$ cat config.mk
export PLATFORM = sky130hd
export DESIGN_NAME = mem_stage_ctrl
export DESIGN_NICKNAME = d
export VERILOG_FILES = /design/src/rtl/mem_stage_ctrl.sv
export SDC_FILE = /design/constraint.sdc
export NUM_CORES = 1
export LEC_CHECK = 0
export ABC_CLOCK_PERIOD_IN_PS = 5800
export CORE_ASPECT_RATIO = 1.2
export CORE_UTILIZATION = 30
export DETAILED_ROUTE_END_ITERATION = 10
export GPL_ROUTABILITY_DRIVEN = 0
export MAX_ROUTING_LAYER = met4
export PLACE_DENSITY_LB_ADDON = 0.1
export SLEW_MARGIN = 10
export SYNTH_ARGS = -nofsm -noshare
export SYNTH_HDL_FRONTEND = slang
export SYNTH_SLANG_ARGS = --single-unit
$ cat constraint.sdc
create_clock -name clk -period 5.8 [get_ports clk]
set_input_delay 0.58 -clock clk [delete_from_list [all_inputs] [get_ports clk]]
set_output_delay 0.58 -clock clk [all_outputs]
set_load 0.05 [all_outputs]
$ cat src/rtl/mem_stage_ctrl.sv
// MEM pipeline stage: issues word loads/stores over a req/ready handshake and fills MEM/WB.
// States: IDLE = pass-through / accept a new entry, BUSY = access outstanding.
package mem_stage_pkg;
    typedef struct packed {
        logic        valid;
        logic [31:0] alu_result;
        logic [31:0] rs2;
        logic [4:0]  rd;
        logic        mem_read;
        logic        mem_write;
        logic        reg_write;
        logic        mem_to_reg;
    } ex_mem_t;

    typedef struct packed {
        logic        valid;
        logic [31:0] alu_or_mem_val;
        logic [4:0]  rd;
        logic        reg_write;
    } mem_wb_t;
endpackage

module mem_stage_ctrl
    import mem_stage_pkg::*;
#(
    parameter int unsigned TIMEOUT = 0
) (
    input  logic        clk,
    input  logic        rst,
    input  ex_mem_t     ex_mem_i,
    output mem_wb_t     mem_wb_o,
    output logic        stall_o,
    output logic        dmem_req,
    output logic        dmem_we,
    output logic [31:0] dmem_addr,
    output logic [31:0] dmem_wdata,
    input  logic        dmem_ready,
    input  logic [31:0] dmem_rdata,
    output logic        err_o
);

    typedef enum logic {IDLE, BUSY} state_t;

    localparam logic [31:0] TO_LAST = (TIMEOUT == 0) ? 32'd0 : 32'(TIMEOUT - 1);

    state_t      state_q, state_d;
    mem_wb_t     mem_wb_q, mem_wb_d;
    logic        req_q, req_d;
    logic        we_q, we_d;
    logic [31:0] addr_q, addr_d;
    logic [31:0] wdata_q, wdata_d;
    logic        err_q, err_d;
    logic [31:0] cnt_q, cnt_d;
    logic        stall;
    logic        mem_op;
    logic        timeout_hit;

    assign mem_op      = ex_mem_i.valid & (ex_mem_i.mem_read | ex_mem_i.mem_write);
    assign timeout_hit = (TIMEOUT != 0) && (cnt_q == TO_LAST);

    always_comb begin
        state_d  = state_q;
        mem_wb_d = '0;
        req_d    = req_q;
        we_d     = we_q;
        addr_d   = addr_q;
        wdata_d  = wdata_q;
        err_d    = 1'b0;
        cnt_d    = cnt_q;
        stall    = 1'b0;
        case (state_q)
            IDLE: begin
                if (mem_op) begin
                    stall   = 1'b1;
                    state_d = BUSY;
                    req_d   = 1'b1;
                    we_d    = ex_mem_i.mem_write & ~ex_mem_i.mem_read;
                    addr_d  = {ex_mem_i.alu_result[31:2], 2'b00};
                    wdata_d = ex_mem_i.rs2;
                    cnt_d   = '0;
                end else begin
                    mem_wb_d.valid          = ex_mem_i.valid;
                    mem_wb_d.alu_or_mem_val = ex_mem_i.alu_result;
                    mem_wb_d.rd             = ex_mem_i.rd;
                    mem_wb_d.reg_write      = ex_mem_i.reg_write & ex_mem_i.valid;
                end
            end
            BUSY: begin
                // ex_mem_i is still held by upstream here, so its fields describe the outstanding op
                if (dmem_ready) begin
                    state_d                 = IDLE;
                    req_d                   = 1'b0;
                    mem_wb_d.valid          = 1'b1;
                    mem_wb_d.alu_or_mem_val = ex_mem_i.mem_to_reg ? dmem_rdata : ex_mem_i.alu_result;
                    mem_wb_d.rd             = ex_mem_i.rd;
                    mem_wb_d.reg_write      = ex_mem_i.reg_write;
                end else if (timeout_hit) begin
                    state_d = IDLE;
                    req_d   = 1'b0;
                    err_d   = 1'b1;
                end else begin
                    stall = 1'b1;
                    cnt_d = cnt_q + 32'd1;
                end
            end
            default: state_d = IDLE;
        endcase
    end

    always_ff @(posedge clk or posedge rst) begin
        if (rst) begin
            state_q  <= IDLE;
            mem_wb_q <= '0;
            req_q    <= 1'b0;
            we_q     <= 1'b0;
            addr_q   <= '0;
            wdata_q  <= '0;
            err_q    <= 1'b0;
            cnt_q    <= '0;
        end else begin
            state_q  <= state_d;
            mem_wb_q <= mem_wb_d;
            req_q    <= req_d;
            we_q     <= we_d;
            addr_q   <= addr_d;
            wdata_q  <= wdata_d;
            err_q    <= err_d;
            cnt_q    <= cnt_d;
        end
    end

    // Stall is gated by reset so an abandoned access releases upstream immediately
    assign stall_o    = stall & ~rst;
    assign mem_wb_o   = mem_wb_q;
    assign dmem_req   = req_q;
    assign dmem_we    = we_q;
    assign dmem_addr  = addr_q;
    assign dmem_wdata = wdata_q;
    assign err_o      = err_q;

endmodule

== Word-level counts from Yosys, hierarchy flattened ==
Index checks and enable logic that the tools add are counted.

* Flip-flop bits (word level): 104
* Latch bits: 0
* Bits in writable memories: 0
* Bits in read-only memories: 0
* Input bits: 109
* Output and inout port bits: 107
* Logic and storage cells: 31
* Memories: 0

* Add/sub/neg operators: 0
* $mul: 0
* Divide/modulo/power cells: 0
* Order comparisons: 0
* Equality and inequality tests: 2
* Shifts and indexed selects: 0
* Multiplexer cells: 10
* Bitwise logic cells: 8
* Reduce and logical (&&, ||, !) cells: 2

{| class="wikitable"
|+ Operators by type and width
! cell !! number
|-
| $mux 39 || 2
|-
| $pmux 39 s2 || 1
|-
| $mux 32 || 1
|-
| $and 1x1->1 || 4
|-
| $mux 1 || 4
|-
| $ne 2x2->1 const B || 2
|-
| $pmux 1 s2 || 2
|-
| $reduce_and 2->1 || 2
|-
| $not 1->1 || 3
|-
| $or 1x1->1 || 1
|}

== Longest topological paths before layout ==
* Depth after elaboration: 5
* Mapped depth: 5
* Gate-level depth less buffers: 3

== Least setup slack after synthesis ==
Ideal clock, no wire load.

* Path type: input to output
* Start: input ex_mem_i[2] (netlist name)
* End: output stall_o
* Arrival time: 1540 ps
* Required time: 5220 ps
* Setup slack: 3680 ps
* Stages: 3
* Path buffers: 0
* Cells stage by stage: o21a_1 mux2i_1 nor2_1

* Word-level cells in the longest chain between the ends: 5

{| class="wikitable"
|+ RTL lines
! what !! RTL line !! text
|-
| start: declaration || 30 || <nowiki>input ex_mem_t ex_mem_i,</nowiki>
|-
| $or 1x1->1 || 58 || <nowiki>assign mem_op = ex_mem_i.valid & (ex_mem_i.mem_read | ex_mem_i.mem_write);</nowiki>
|-
| $and 1x1->1 || 58 ||
|-
| $mux 1 || 73 || <nowiki>if (mem_op) begin</nowiki>
|-
| $pmux 1 s2 || 71 || <nowiki>case (state_q)</nowiki>
|-
| $and 1x1->1 || 133 || <nowiki>assign stall_o = stall & ~rst;</nowiki>
|-
| end: declaration || 32 || <nowiki>output logic stall_o,</nowiki>
|}

No other way between the ends.

== Final worst setup path ==
Ends and elaborated chain as after synthesis.

==> results.sh <==
export IMPL_final_layout_size_suffix_gt1_share_pct=18.86
export IMPL_design_die_area_um2=14320
export IMPL_min_to="dmem_req$_DFFE_PP0P_"
export IMPL_crit_buf_inv=2
export IMPL_syn_inst=238
export IMPL_hold_path_class="reg -> reg"
export IMPL_critPathCaptureType="primary output"
export IMPL_rows=46
export IMPL_path_common_cell="clkdlybuf4s50_1"
export IMPL_status="finished, final reports clean"
export IMPL_grt_max_degree=55
export IMPL_avgSynthCellArea_um2=17.45
export IMPL_maxSlewHeadroom_pct=26.95
export IMPL_grt_usage_pct=16.46
export IMPL_cp_max_fo=7
export IMPL_cp_slowest_cell="clkdlybuf4s50_1"
export IMPL_syn_area_um2=4153
export IMPL_diodes=0
export IMPL_seq_area_frac_synth_pct=62.67
export IMPL_clock_skew_final_ns=0.006840
export IMPL_crit_reg2reg_capture="dmem_addr[2]$_DFFE_PP0P_"
export IMPL_fmax_mhz=333.7
export IMPL_final_cell_mix="clkdlybuf4s50_1, dfrtp_1, mux2_4, a22o_1, clkbuf_16"
export IMPL_layout_commonest_cell="clkdlybuf4s50_1"
export IMPL_ir_drop_mv=0.1651
export IMPL_die_x_um=109.4
export IMPL_yosysWarningCount=0
export IMPL_timing_critical_path_cells="clkdlybuf4s50_1 -> o21a_1 -> mux2i_1 -> nor2_1 -> clkdlybuf4s50_1"
export IMPL_cts_repair_resized=0
export IMPL_holdPathStages=1
export IMPL_cts_tree="yes"
export IMPL_hold_violations=0
export IMPL_clkLatencyLatePin_ns=0.34
export IMPL_power_density_nw_per_um2=394.8
export IMPL_syn_to_final_growth_pct=60.53
export IMPL_clock_path_buffers=2
export IMPL_crit_family="buffers and inverters"
export IMPL_rsz0062_at_grt="no"
export IMPL_cp_startpoint="ex_mem_i[2]"
export IMPL_whs_ns=0.4980
export IMPL_fp_coreArea_um2=13350
export IMPL_io_buffers=212
export IMPL_fill_cells=1195
export IMPL_synth_distinct_cells=20
export IMPL_clk_pin_slew_ns=0.06
export IMPL_viasPerCell=4.388
export IMPL_cp_start_kind="input port"
export IMPL_grt_pass1_wl_mm=16.88
export IMPL_ant_nets=0
export IMPL_wl_per_cell_um=17.75
export IMPL_leakage_nw=2.931
export IMPL_num_vias=2738
export IMPL_ff2ff_setup_slack_ns=3.72
export IMPL_min_from="dmem_req$_DFFE_PP0P_"
export IMPL_hpwl_mm=7.941
export IMPL_finalCritPeriodShare_pct=51.66
export IMPL_clock_sinks=104
export IMPL_grt_pass1_vias=3020
export IMPL_die_height_um=130.9
export IMPL_synth_seq_cells=104
export IMPL_antenna_found_initial=0
export IMPL_globalRouteOverflowTotal=0
export IMPL_nets=560
export IMPL_cpPeakStageDelay_ns=0.81
export IMPL_drc=0
export IMPL_rr_worst_depth=4
export IMPL_cts_htree_levels=3
export IMPL_fin_crit_ns=2.997
export IMPL_slew_viol_final=0
export IMPL_totalWireLength_mm=11.08
export IMPL_tightest_slew_ns=1.096
export IMPL_critPathRequiredTime_ns=5.22
export IMPL_worstPathArrival_ns=2.42
export IMPL_fin_tns_setup_ns=0
export IMPL_start_util_pct=31.10
export IMPL_finalSetupViolCount=0
export IMPL_ios=216
export IMPL_drv_cap=0
export IMPL_first_pass_iters=4
export IMPL_path_class="in -> out"
export IMPL_root_buffer="clkbuf_16"
export IMPL_cts_setup_buffers=0
export IMPL_cts_made_buffers=9
export IMPL_rr_startpoint="state_q$_DFF_PP0_"
export IMPL_drtIter0Drc=84
export IMPL_postCtsHoldBufs=0
worst max path at each step:
stage | slack, ns | end | depth (start not counted)
2_1_floorplan | 2.49 | dmem_addr[10]$_DFFE_PP0P_ | 1
4_1_cts | 2.74 | dmem_wdata[4]$_DFFE_PP0P_ | 5
3_3_place_gp | 2.48 | dmem_wdata[6]$_DFFE_PP0P_ | 5
5_1_grt | 2.70 | stall_o | 5
3_5_place_dp | 2.38 | dmem_wdata[4]$_DFFE_PP0P_ | 5
6_report | 2.80 | stall_o | 5
Yosys cell counts:
cell type,instances,area share (%)
a21oi_1,2,0.24
a22o_1,33,7.0
and2_1,6,0.90
and3_1,1,0.15
buf_12,7,3.4
buf_2,3,0.36
buf_4,6,1.1
clkbuf_1,1,0.090
conb_1,1,0.090
dfrtp_1,104,63
inv_1,3,0.27
mux2_2,3,0.81
mux2_4,59,21
mux2i_1,1,0.24
nand2_1,1,0.090
nor2_1,2,0.18
nor2b_1,1,0.15
nor2b_4,1,0.33
o21a_1,2,0.36
o22ai_2,1,0.30
metrics by stage:
| stage | area [um^2] | util (%) | instances | setup WS [ns] | power (mW) |
|---|---|---|---|---|---|
| 2_1_floorplan | 4160 | - | 240 | 2.488 | 1.628 |
| 3_3_place_gp | 6329 | 47.40 | 607 | 2.481 | 2.006 |
| 3_5_place_dp | 6329 | 47.40 | 607 | 2.381 | 2.016 |
| 4_1_cts | 6646 | 49.78 | 623 | 2.739 | 2.663 |
| 5_1_grt | 6666 | 49.93 | 624 | 2.695 | 2.739 |
| 6_report | 6666 | 49.93 | 624 | 2.803 | 2.632 |
power by group:
| part | leakage [nW] | switching (mW) | internal (mW) | total (mW) |
|---|---|---|---|---|
| logic | 1.51 | 0.641 | 0.437 | 1.08 |
| clock network | 0.155 | 0.265 | 0.370 | 0.636 |
| registers | 1.26 | 0.0653 | 0.854 | 0.919 |
routing by layer:
metal  vias up  share of wire, %  GRT usage [%]
met2       108                52          27.67
met1      1355                40          19.18
met4         0               1.2          5.882
li1       1266                 -              -
met3         9               7.1          3.869
met5         -                 0              -
cell type report:
cell class / instances / area [um^2] / share of cell area, %
Clock buffer: 12 / 266.5 / 3.998
Clock inverter: 4 / 51.30 / 0.7695
Inverter: 3 / 13.76 / 0.2065
Multi-Input combinational cell: 116 / 1350 / 20.25
Sequential cell: 104 / 2603 / 39.04
Tap cell: 168 / 210.2 / 3.153
Timing Repair Buffer: 217 / 2172 / 32.58
state kept, by name, indices dropped and copies added, names as in the netlist:
register    cells
dmem_wdata     32
dmem_req        1
dmem_we         1
mem_wb_o       39
state_q         1
dmem_addr      30
cell families after synthesis:
family	Yosys count	synth area share, %
flip-flops	104	62.67
multiplexers	63	22.39
AO/OA/AOI/OAI	38	7.864
buffers and inverters	20	5.182
AND/OR/NAND/NOR	12	1.808
other	1	0.09030
No activity file was read; power rests on OpenSTA's default activity.
==> edit 1 (config.mk and constraints unchanged) <==
Make the reset (`rst`) synchronous in one clocked block.
--- a/src/rtl/mem_stage_ctrl.sv
+++ b/src/rtl/mem_stage_ctrl.sv
@@ -108,5 +108,5 @@
     end
 
-    always_ff @(posedge clk or posedge rst) begin
+    always_ff @(posedge clk) begin
         if (rst) begin
             state_q  <= IDLE;
Check against the original RTL: differs if rst is asserted again (counterexample within 4 cycles, from zero or initial values and one cycle with rst high); with rst held inactive, the same outputs for 10 cycles.
==> edit 1 against the original RTL <==
Cell area decreased by 7.1%; final cell count is 19% higher; routed wire length is 7.2% higher; synthesized area shrank 11%; first-iteration DRC count increased by 130%; non-clock buffer count up 1; setup slack lost 610 ps; sequential cell count unchanged; worst hold slack got worse by 21 ps.
Power is not compared: it rests on default switching activity, and its combinational part moved more than twofold at a synthesized area within 25%.
==> edit 1: results (changes against the original RTL) <==
| Metric | Value |
|---|---|
| Status | `complete, no violations` |
| Placeable Area | `12100 sq um (-9.7%)` |
| Synth Area in Compound Gates | `0.264 (+0.185)` |
| Synth warn | `0 (unchanged)` |
| Synth Area in XOR/XNOR | `0 (unchanged)` |
| R2R Setup Slk | `3820 ps (+100 ps)` |
| Max FFs per register | `39 (unchanged)` |
| Cells on worst reg2reg path | `5 (+1)` |
| Seq/Total Area, Yosys | `0.564 (-0.0622)` |
| Kind of cell adding the most delay to the critical path | `buffers and inverters` |
| Worst path arrival time | `3030 ps (+610 ps)` |
| RR Endpoint | `mem_wb_o[26]` |
| Multi-input gates | `245 (+110%)` |
| Cell count after synthesis | `392 (+65%)` |
| Share of synthesized registers carrying an async set or reset | `0 (-1.00)` |
| Number of global-route vias before repair | `3623 (+20%)` |
| Clock-cell share | `0.0511 (+0.00346)` |
| Critical path startpoint | `ex_mem_i[3]` |
| Mux share of post-synthesis cell area | `0 (-0.224)` |
| Clock buf count | `11 (-1)` |
| CP max stage cell | `clkdlybuf4s50_1` |
| Slew headroom | `0.272 (+0.00252)` |
| Post-Synth Adder-Cell Area | `0 (unchanged)` |
| Maximum fanout along the worst path | `66 (+59)` |
| HPWL Detailed | `7.86 mm (-1.0%)` |
| Hold Crit Depth | `2 (+1)` |
| Fraction of area in registers | `0.336 (-0.0541)` |
| NetSw | `0.554 mW` |
| RR Startpoint | `state_q` |
| Clk pwr share | `0.342` |
| Leading cell types by total area after synthesis | `dfxtp_1 (56%), a21oi_1 (8.8%), nand3_1 (8.4%), o21ai_0 (8.4%), a22o_1 (7.6%)` |
| Reg clk slew, reported paths | `70 ps` |
| DR vias | `3683 (+35%)` |
| Final net count | `688 (+23%)` |
| CP max stage delay | `820 ps` |
| Average routed wire per standard cell | `15.9 microns (-10%)` |
| Final-layout fill cell count | `1120 (-6.3%)` |
| Top post-synthesis cells by count | `dfxtp_1 (104), a21oi_1 (65), nand3_1 (62), o21ai_0 (62), a22o_1 (32)` |
| Hold Path Origin | `dmem_addr[5]` |
| Primary FF master, synth | `dfxtp_1` |
| Min-delay worst type | `reg -> reg` |
| Multi-input logic area | `1410 sq um (+4.6%)` |
| Largest net degree at the start of global routing | `69 (+25%)` |
| Initial antenna violation count | `0 (unchanged)` |
| First-pass GRT wire length | `18.2 mm (+7.6%)` |
| Data buffer area share | `0.351 (+0.0254)` |
| Non-clk bufs | `218 (+0.46%)` |
| Yosys cell types | `24 (+20%)` |
| Antenna cells | `0 (unchanged)` |
| Ratio of cells with drive above 1 in the final layout | `0.0497 (-0.139)` |
| Logic inverters | `1 (-2)` |
| Number of CTS-inserted buffers | `9 (unchanged)` |
| 1st-iter DRT viols | `195 (+130%)` |
| Layout Skew | `4.06 ps (-2.78 ps)` |
| Seq cells post-synth | `104 (unchanged)` |
| Tot GR Track Use | `0.192 (+0.0272)` |
| Buffers on Ports | `212 (unchanged)` |
edit 1: cell types whose count changed after synthesis, sizes merged, moves of 6 or more:
cell | unedited run | this run
a21oi | 2 | 65
buf | 16 | 22
clkbuf | 1 | 22
dfrtp | 104 | 0
dfxtp | 0 | 104
mux2 | 62 | 0
nand3 | 0 | 62
o21ai | 0 | 62
edit 1: worst min path at each step:
stage | to | slack (ps)
final | dmem_addr[5] | 480
after detailed placement | dmem_wdata[25] | 470
after CTS | dmem_addr[27] | 480
after global routing | dmem_wdata[25] | 490
after floorplan | mem_wb_o[38] | 580
after global placement | dmem_addr[25] | 460
edit 1: worst register-to-register path, stage by stage, from the launching register on:
cell and delay, ps:
dfxtp_1 550, nor2b_4 60, buf_4 360, a221oi_4 370
buf_4 390, a22o_1 210
edit 1: metrics by stage:
stage / power, mW / util / setup WS (ps) / cell area [sq um] / std cells
2_1_floorplan: 1.05 / - / 3480 / 3700 / 394
3_3_place_gp: 1.23 / 0.486 / 2220 / 5850 / 728
3_5_place_dp: 1.23 / 0.486 / 2180 / 5850 / 728
4_1_cts: 1.87 / 0.512 / 2180 / 6170 / 744
5_1_grt: 1.92 / 0.513 / 2050 / 6190 / 745
6_report: 1.85 / 0.513 / 2190 / 6190 / 745
edit 1: per-layer routing:
| metal | GRT usage | wire [microns] |
|---|---|---|
| met1 | 0.219 | 4910 |
| met2 | 0.313 | 5690 |
| met3 | 0.0401 | 861 |
| met4 | 0.105 | 408 |
| met5 | - | 0 |
edit 1: cells by family (layout without fill, tap and decap cells):
kind of cell	count (synthesis)	count (layout)
AOI/OAI and AO/OA	164	164
and+or+nand+nor	78	78
buffers and inverters	45	235
other	1	3
DFF	104	104
==> edit 2 (config.mk and constraints unchanged) <==
Without the edit above. Take the reset off `wdata_q` and load it in a clocked block of its own.
--- a/src/rtl/mem_stage_ctrl.sv
+++ b/src/rtl/mem_stage_ctrl.sv
@@ -115,5 +115,4 @@
             we_q     <= 1'b0;
             addr_q   <= '0;
-            wdata_q  <= '0;
             err_q    <= 1'b0;
             cnt_q    <= '0;
@@ -124,8 +123,11 @@
             we_q     <= we_d;
             addr_q   <= addr_d;
-            wdata_q  <= wdata_d;
             err_q    <= err_d;
             cnt_q    <= cnt_d;
         end
+    end
+
+    always_ff @(posedge clk) begin
+        wdata_q <= wdata_d;
     end
 
Check against the original RTL: not equivalent (a bounded check fails within 4 cycles, from zero or initial values and one cycle with rst high).
==> edit 2 against the original RTL <==
Clock skew increased by 3.5 ps; power decreased by 14%; setup slack got worse by 42 ps; synthesized area decreased by 8.7%; worst hold slack got worse by 9.1 ps; clock power decreased by 3.8%; cell area decreased by 5.0%; final cell count decreased by 6.4%; die area decreased by 8.5%; global-route usage decreased by 0.81 points; sequential share of layout area increased by 4.6 points; critical path depth unchanged; routed wire length decreased by 14%; sequential cell count unchanged.
==> edit 2: results (changes against the original RTL) <==
| Metric | Value |
|---|---|
| Final net count | `527 (-5.9%)` |
| Area post-placement | `6020 sq um (-4.8%)` |
| Int Pwr | `1.50 mW (-9.8%)` |
| Met3 usage | `0.0501 (+0.0114)` |
| Slew headroom | `0.378 (+0.108)` |
| Multi-input logic area | `895 sq um (-34%)` |
| Status | `complete, no violations` |
| Met1 Resource Use GR | `0.185 (-0.00675)` |
| Part of the power in combinational logic | `0.336 (-0.073)` |
| Vias/cell | `4.37 (-0.33%)` |
| Layout Skew | `10.3 ps (+3.50 ps)` |
| Placed insts | `568 (-6.4%)` |
| Largest net degree at the start of global routing | `73 (+33%)` |
| Routed WL | `9.54 mm (-14%)` |
| Data buffer area share | `0.340 (+0.0140)` |
| Clock-cell share | `0.0492 (+0.00152)` |
| 1st-iter DRT viols | `69 (-18%)` |
| Ratio of cells with drive above 1 in the final layout | `0.132 (-0.0562)` |
| Cell count after synthesis | `202 (-15%)` |
| Layout area overhead | `67.0%` |
| Average routed wire per standard cell | `16.3 microns (-8.0%)` |
| Share of synthesized registers carrying an async set or reset | `0.692 (-0.308)` |
| Wire length on met2 | `4.57 mm (-20%)` |
| Worst path arrival time | `2460 ps (+40 ps)` |
| Final Hold Slack | `489 ps (-9.13 ps)` |
| Multi-input gates | `84 (-28%)` |
| Fraction of area in registers | `0.436 (+0.0458)` |
| Non-clk bufs | `216 (-0.46%)` |
| Cells on worst reg2reg path | `3 (-1)` |
| Top post-synthesis cells by count | `dfrtp_1 (72), a22o_1 (33), edfxtp_1 (32), mux2_4 (29), buf_6 (9)` |
| Leading cell types by total area after synthesis | `dfrtp_1 (48%), edfxtp_1 (25%), mux2_4 (11%), a22o_1 (7.6%), buf_6 (2.7%)` |
| Met3 WL | `786 microns (-0.63%)` |
| Met2 GRT Util | `0.250 (-0.0266)` |
| PD cells | `357 nW/um^2 (-9.7%)` |
-- edit 2: kinds of logic (layout without fill, tap and decap cells) --
| family | count (synthesis) | count (layout) | share of synthesized area |
|---|---|---|---|
| other | 1 | 3 | 0.000989 |
| AND/OR/NAND/NOR | 12 | 12 | 0.0198 |
| flip-flops | 104 | 104 | 0.728 |
| buffers and inverters | 16 | 235 | 0.0376 |
| AO/OA/AOI/OAI | 38 | 38 | 0.0924 |
| multiplexers | 31 | 31 | 0.121 |
-- edit 2: how the worst max path moves through the flow --
stage	start	end	slack, ps	cells after the start
2_1_floorplan	rst	dmem_addr[10]	3400	1
3_3_place_gp	ex_mem_i[2]	stall_o	2800	5
3_5_place_dp	ex_mem_i[2]	stall_o	2760	5
4_1_cts	ex_mem_i[2]	stall_o	2740	5
5_1_grt	ex_mem_i[2]	stall_o	2710	5
6_report	ex_mem_i[2]	stall_o	2760	5
